--- src/rtl/iot_event_scanner.sv ---
// Per-device synchroniser + debouncer feeding a one-deep event record per line,
// drained one event per cycle by a round-robin arbiter into a change/on_off pulse.
module iot_event_scanner #(
  parameter int N_DEV      = 8,
  parameter int DEB_CYCLES = 4,
  parameter int ID_W       = $clog2(N_DEV)
) (
  input  logic             clk,
  input  logic             rst,
  input  logic [N_DEV-1:0] dev_active,
  input  logic             scan_en,
  output logic             change,
  output logic             on_off,
  output logic [ID_W-1:0]  dev_id,
  output logic [N_DEV-1:0] pending,
  output logic [7:0]       cancel_cnt
);

  localparam int              CNT_W   = $clog2(DEB_CYCLES);
  localparam logic [CNT_W-1:0] CNT_MAX = CNT_W'(DEB_CYCLES - 1);
  localparam logic [ID_W:0]    N_DEV_W = (ID_W + 1)'(N_DEV);
  localparam logic [ID_W-1:0]  LAST_ID = ID_W'(N_DEV - 1);
  localparam int              CAN_W   = $clog2(N_DEV + 1);

  logic [N_DEV-1:0] r_s1;
  logic [N_DEV-1:0] r_s2;
  logic [N_DEV-1:0] r_deb;
  logic [CNT_W-1:0] r_cnt [N_DEV];
  logic [N_DEV-1:0] r_pending;
  logic [N_DEV-1:0] r_dir;
  logic [ID_W-1:0]  r_ptr;
  logic             r_change;
  logic             r_on_off;
  logic [ID_W-1:0]  r_dev_id;
  logic [7:0]       r_cancel_cnt;

  logic [N_DEV-1:0] w_edge;
  logic [N_DEV-1:0] w_gnt_oh;
  logic [N_DEV-1:0] w_cancel;
  logic             w_grant_vld;
  logic [ID_W-1:0]  w_grant_idx;
  logic [ID_W:0]    w_scan;
  logic [CAN_W-1:0] w_cancel_n;
  logic [8:0]       w_cnt_sum;
  logic [7:0]       w_cancel_cnt_next;

  // A debounced edge fires on the cycle the counter would run past its limit.
  genvar gi;
  generate
    for (gi = 0; gi < N_DEV; gi++) begin : g_dev
      assign w_edge[gi]   = (r_s2[gi] != r_deb[gi]) && (r_cnt[gi] == CNT_MAX);
      assign w_gnt_oh[gi] = w_grant_vld && (w_grant_idx == ID_W'(gi));
      assign w_cancel[gi] = w_edge[gi] && r_pending[gi] && !w_gnt_oh[gi];
    end
  endgenerate

  // Cyclic first-set search starting at the round-robin pointer.
  always_comb begin
    w_grant_vld = 1'b0;
    w_grant_idx = '0;
    w_scan      = '0;
    for (int k = 0; k < N_DEV; k++) begin
      w_scan = {1'b0, r_ptr} + (ID_W + 1)'(k);
      if (w_scan >= N_DEV_W) begin
        w_scan = w_scan - N_DEV_W;
      end
      if (scan_en && !w_grant_vld && r_pending[w_scan[ID_W-1:0]]) begin
        w_grant_vld = 1'b1;
        w_grant_idx = w_scan[ID_W-1:0];
      end
    end
  end

  // Several lines may cancel in the same cycle; each pair counts once.
  always_comb begin
    w_cancel_n = '0;
    for (int k = 0; k < N_DEV; k++) begin
      w_cancel_n = w_cancel_n + CAN_W'(w_cancel[k]);
    end
    w_cnt_sum         = {1'b0, r_cancel_cnt} + 9'(w_cancel_n);
    w_cancel_cnt_next = w_cnt_sum[8] ? 8'hFF : w_cnt_sum[7:0];
  end

  always_ff @(posedge clk or negedge rst) begin
    if (!rst) begin
      r_s1         <= '0;
      r_s2         <= '0;
      r_deb        <= '0;
      r_pending    <= '0;
      r_dir        <= '0;
      r_ptr        <= '0;
      r_change     <= 1'b0;
      r_on_off     <= 1'b0;
      r_dev_id     <= '0;
      r_cancel_cnt <= '0;
      for (int k = 0; k < N_DEV; k++) begin
        r_cnt[k] <= '0;
      end
    end else begin
      r_s1 <= dev_active;
      r_s2 <= r_s1;

      for (int k = 0; k < N_DEV; k++) begin
        if (r_s2[k] == r_deb[k]) begin
          r_cnt[k] <= '0;
        end else if (r_cnt[k] == CNT_MAX) begin
          r_deb[k] <= ~r_deb[k];
          r_cnt[k] <= '0;
        end else begin
          r_cnt[k] <= r_cnt[k] + CNT_W'(1);
        end

        // A new edge re-arms the record if it was empty or is being issued now;
        // otherwise it is the opposite of the unissued event and both vanish.
        if (w_edge[k]) begin
          if (!r_pending[k] || w_gnt_oh[k]) begin
            r_pending[k] <= 1'b1;
            r_dir[k]     <= ~r_deb[k];
          end else begin
            r_pending[k] <= 1'b0;
          end
        end else if (w_gnt_oh[k]) begin
          r_pending[k] <= 1'b0;
        end
      end

      r_cancel_cnt <= w_cancel_cnt_next;

      if (w_grant_vld) begin
        r_change <= 1'b1;
        r_on_off <= r_dir[w_grant_idx];
        r_dev_id <= w_grant_idx;
        r_ptr    <= (w_grant_idx == LAST_ID) ? '0 : w_grant_idx + ID_W'(1);
      end else begin
        r_change <= 1'b0;
      end
    end
  end

  assign change     = r_change;
  assign on_off     = r_on_off;
  assign dev_id     = r_dev_id;
  assign pending    = r_pending;
  assign cancel_cnt = r_cancel_cnt;

endmodule

--- config.mk ---
export PLATFORM = sky130hd
export DESIGN_NAME = iot_event_scanner
export DESIGN_NICKNAME = d
export VERILOG_FILES = /design/src/rtl/iot_event_scanner.sv
export SDC_FILE = /design/constraint.sdc
export NUM_CORES = 1
export LEC_CHECK = 0
export ABC_CLOCK_PERIOD_IN_PS = 10400
export BUFFER_PORTS_ARGS = -buffer_cell sky130_fd_sc_hd__clkbuf_2
export CELL_PAD_IN_SITES_DETAIL_PLACEMENT = 1
export CELL_PAD_IN_SITES_GLOBAL_PLACEMENT = 2
export CORE_MARGIN = 2
export CORE_UTILIZATION = 43
export CTS_BUF_LIST = sky130_fd_sc_hd__clkbuf_16
export CTS_CLUSTER_SIZE = 28
export DETAILED_ROUTE_END_ITERATION = 8
export PLACE_DENSITY = 0.95
export SLEW_MARGIN = 5
export SYNTH_ARGS = -nofsm -noshare
export SYNTH_HDL_FRONTEND = slang
export SYNTH_SLANG_ARGS = --single-unit
--- constraint.sdc ---
create_clock -name clk -period 10.4 [get_ports clk]
set_clock_uncertainty 0.15 [all_clocks]
set_input_delay 1.04 -clock clk [delete_from_list [all_inputs] [get_ports clk]]
set_output_delay 1.04 -clock clk [all_outputs]
set_load 0.02 [all_outputs]
==> impl_metrics.xml <==
<?xml version="1.0" encoding="UTF-8"?>
<metrics>
  <group name="synth">
    <metric name="synth-edff-count" unit="">0</metric>
    <metric name="synth.avg_cell_area" unit="sq um">10.7</metric>
    <metric name="syn_nets" unit="">450</metric>
    <metric name="ys_types" unit="">68</metric>
    <metric name="async_s_r_ff_share_synth" unit="">1.00</metric>
    <metric name="warnings_synthesis" unit="">0</metric>
    <metric name="postSynth.topFlopCell" unit="">dfrtp_1</metric>
    <metric name="netlist_instances" unit="">414</metric>
    <metric name="netlist_area_before_placement" unit="sq mm">0.00442</metric>
    <metric name="ys_seq_elements" unit="">72</metric>
    <metric name="ys_seq_area_frac" unit="">0.408</metric>
  </group>
  <group name="worst_setup_path">
    <metric name="slowest_delay" unit="ns">0.94</metric>
    <metric name="arrival" unit="ns">8.28</metric>
    <metric name="critical-path-slowest-cell" unit="">dfrtp_1</metric>
    <metric name="crit_path_max_fanout" unit="">22</metric>
    <metric name="critical_path_required" unit="ns">10.45</metric>
    <metric name="crit_path_start_kind" unit="">flop</metric>
    <metric name="crit_buf_inv" unit="">3</metric>
    <metric name="timing.critical_path.to_type" unit="">flop</metric>
    <metric name="cp_cell_sequence" unit="">inv_2 -&gt; ha_1 -&gt; mux4_1 -&gt; nor2_1 -&gt; o32a_2 -&gt; nor2_1 -&gt; o41a_1 -&gt; o21a_1 -&gt; inv_2 -&gt; o41ai_2 -&gt; or2_2 -&gt; fa_1 -&gt; fa_1 -&gt; fa_1 -&gt; inv_1 -&gt; fa_1 -&gt; fa_1 -&gt; a21o_1 -&gt; a21oi_1 -&gt; nor2b_1 -&gt; nand4_1 -&gt; o21ai_0</metric>
    <metric name="worst_path_most_repeated_cell" unit="">fa_1</metric>
    <metric name="cp_top_family" unit="">adder cells</metric>
    <metric name="timing.setup.critical_path_class" unit="">flop to flop</metric>
  </group>
  <group name="detailed_routing">
    <metric name="postRouteAntennaNets" unit="">0</metric>
    <metric name="drt_pass1_iterations" unit="">6</metric>
    <metric name="route.final.wire_length" unit="um">11100</metric>
    <metric name="avgViaCountPerCell" unit="">5.84</metric>
    <metric name="vias" unit="">3394</metric>
    <metric name="drcViolationCount" unit="">0</metric>
    <metric name="route.detailed.wl_per_inst" unit="um">19.1</metric>
    <metric name="dr.first_iter.drc_count" unit="">209</metric>
  </group>
  <group name="global_route">
    <metric name="antenna_violations_before_repair" unit="">0</metric>
    <metric name="grtUsageTotal" unit="">0.217</metric>
    <metric name="grt.overflow.total" unit="">0</metric>
    <metric name="first_global_vias" unit="">3655</metric>
    <metric name="grt_start_max_net_pins" unit="">73</metric>
    <metric name="grt_first_pass_wirelength" unit="um">19100</metric>
  </group>
  <group name="clock_network">
    <metric name="cts_resized" unit="">0</metric>
    <metric name="cts_tree" unit="">done</metric>
    <metric name="clk-insertion-delay-late" unit="ns">0.33</metric>
    <metric name="cts.root.buffer_cell" unit="">clkbuf_16</metric>
    <metric name="count_of_hold_fix_buffers_inserted_at_cts" unit="">0</metric>
    <metric name="cts_made_buffers" unit="">9</metric>
    <metric name="clock_sink_count" unit="">72</metric>
    <metric name="ctsHtreeMaxLevel" unit="">3</metric>
    <metric name="cts.clk_slew.worst_paths" unit="ns">0.06</metric>
    <metric name="clock_tree.buffer_depth" unit="">2</metric>
    <metric name="post_cts_buffers" unit="">0</metric>
  </group>
  <group name="finish">
    <metric name="finalNonFillerCells" unit="">581</metric>
    <metric name="combined_area_of_the_multi_input_logic_cells" unit="sq mm">0.00244</metric>
    <metric name="area_growth_syn_to_layout" unit="%">12.0</metric>
    <metric name="share_of_layout_cells_above_drive_strength_1" unit="">0.167</metric>
    <metric name="nets" unit="">479</metric>
    <metric name="ff_latch_area" unit="sq mm">0.00180</metric>
    <metric name="fillers" unit="">1085</metric>
    <metric name="finalInstanceArea" unit="sq mm">0.00495</metric>
    <metric name="antenna-diode-count" unit="">0</metric>
  </group>
  <group name="sta">
    <metric name="max_freq" unit="MHz">121</metric>
    <metric name="timing_worst_slew_pin_value" unit="ns">0.909</metric>
    <metric name="layout_min_cycle_time" unit="ns">8.23</metric>
    <metric name="final_hold_viol_count" unit="">0</metric>
    <metric name="layout_worst_path_cycle_share" unit="">0.791</metric>
    <metric name="setup_viol" unit="">0</metric>
    <metric name="grt_setup_unrepaired" unit="">no</metric>
    <metric name="relSlewSlack" unit="">0.394</metric>
    <metric name="finalSetupTns" unit="ns">0</metric>
    <metric name="timing_max_transition_violations_final" unit="">0</metric>
  </group>
  <group name="status">
    <metric name="outcome" unit="">finished clean</metric>
  </group>
  <group name="floorplan">
    <metric name="rows" unit="">36</metric>
    <metric name="core_area" unit="sq mm">0.00986</metric>
    <metric name="initial_utilization" unit="">0.448</metric>
    <metric name="die_height" unit="um">105</metric>
    <metric name="pin_count" unit="">32</metric>
    <metric name="floorplan.die_area" unit="sq mm">0.0111</metric>
    <metric name="die_width" unit="um">105</metric>
  </group>
  <group name="place">
    <metric name="post_dp_cell_area" unit="sq mm">0.00467</metric>
    <metric name="placement.io_buffers" unit="">31</metric>
    <metric name="hpwl" unit="um">8200</metric>
    <metric name="placedCellCount" unit="">565</metric>
    <metric name="place_congestion" unit="">0.871</metric>
  </group>
  <group name="worst_hold_path">
    <metric name="worst_hold_path_type" unit="">flop to flop</metric>
  </group>
  <group name="flow_run">
    <metric name="timing.max_cap.violations" unit="">0</metric>
  </group>
</metrics>
layout make-up:
type | count | area share
clock buffer | 9 | 0.0455
clock inverter | 7 | 0.0111
inverter | 27 | 0.0205
multi-input combinational | 302 | 0.493
sequential | 72 | 0.364
tap | 133 | 0.0336
timing repair buffer | 31 | 0.0319
routing by layer:
layer	vias up	routed length [um]	GRT usage	share of wire
met5	-	0	0	0
met4	0	169	0.0810	0.015
met3	11	412	0.0272	0.037
met2	64	5780	0.376	0.52
met1	1719	4740	0.278	0.43
li1	1600	-	-	-
worst register-to-register path, delay by kind of cell (launching register included):
kind	cells	cell delay (ns)
AOI/OAI and AO/OA	7	2.25
muxes	1	0.37
DFF	1	0.94
buffers and inverters	3	0.48
adders and majority gates	6	2.84
and+or+nand+nor	5	1.06
flip-flops by register name, summed over array words and instances (netlist names):
name and flops:
dev_id 3, pending 8, r_s2 8, cancel_cnt 8, r_deb 8, r_dir 8
on_off 1, change 1, r_s1 8, r_ptr 3, r_cnt 16
synth_stat cells, drive strengths merged, types with 3 or more instances:
cell type,count,area [sq um]
a2111oi,3,26.3
a211oi,4,40.0
a21o,3,22.5
a21oi,11,55.1
a22o,3,26.3
a311o,4,40.0
a311oi,4,35.0
a31oi,3,18.8
and2,9,56.3
and3,3,23.8
buf,8,55.1
clkbuf,5,18.8
dfrtp,72,1800
fa,5,100
ha,20,250
inv,26,97.6
mux2,7,78.8
mux2i,9,90.1
mux4,11,255
nand2,36,135
nand2b,8,50.1
nand3,12,60.1
nand4,7,43.8
nor2,16,60.1
nor2b,15,93.8
nor3,7,46.3
nor3b,9,67.6
o211a,3,30.0
o211ai,10,88.8
o21a,3,22.5
o21ai,15,75.1
o221ai,3,26.3
o22ai,3,18.8
o31ai,4,30.0
o41ai,3,52.6
or2,3,18.8
xnor2,7,61.3
xor2,13,114
placed cells by master, fill, tap and decap left out, types with 4 or more instances in the layout:
cell	netlist	layout
dfrtp_1	72	72
nand2_1	36	36
clkbuf_2	0	30
inv_1	22	24
ha_1	20	20
nor2_1	16	16
nor2b_1	15	15
o21ai_0	15	15
xor2_1	13	13
nand3_1	12	12
a21oi_1	11	11
mux4_2	9	9
mux2i_1	9	9
and2_1	9	9
o211ai_1	9	9
nor3b_1	9	9
clkbuf_16	0	9
nand2b_1	8	8
xnor2_1	7	7
mux2_2	7	7
nand4_1	7	7
nor3_1	6	6
fa_1	5	5
a311oi_1	4	4
inv_2	4	4
a311o_1	4	4
o31ai_1	4	4
metrics by stage:
step	hold slack, ns	util	worst slack [ns]
detailed placement	0.186	0.473	2.22
finish	0.192	0.502	2.17
global route	0.203	0.502	1.63
CTS	0.195	0.502	2.15
global placement	0.181	0.473	2.41
floorplan	0.181	-	3.65
path summary, 6_finish.rpt:
check,slack (ns),cells past startpoint,from,endpoint
max in group asynchronous,8.84,1,rst,r_cnt[11]
worst min-delay path,0.19,0,r_s1[2],r_s2[2]
min in group asynchronous,0.69,1,rst,cancel_cnt[7]
worst max-delay path,2.17,22,r_ptr[0],cancel_cnt[3]
worst min register to register,0.19,0,r_s1[2],r_s2[2]
worst max register to register,2.17,22,r_ptr[0],cancel_cnt[3]
logic make-up after synthesis:
kind of cell | synth area share
adder cells (fa/ha/maj) | 0.0793
XOR/XNOR | 0.0397
AO/OA/AOI/OAI | 0.176
multiplexers | 0.0960
buffers and inverters | 0.0397
AND/OR/NAND/NOR | 0.161
flip-flops | 0.408
Power is not shown: default switching activity piles up to over one toggle a cycle in this logic, so the estimate is an artifact.
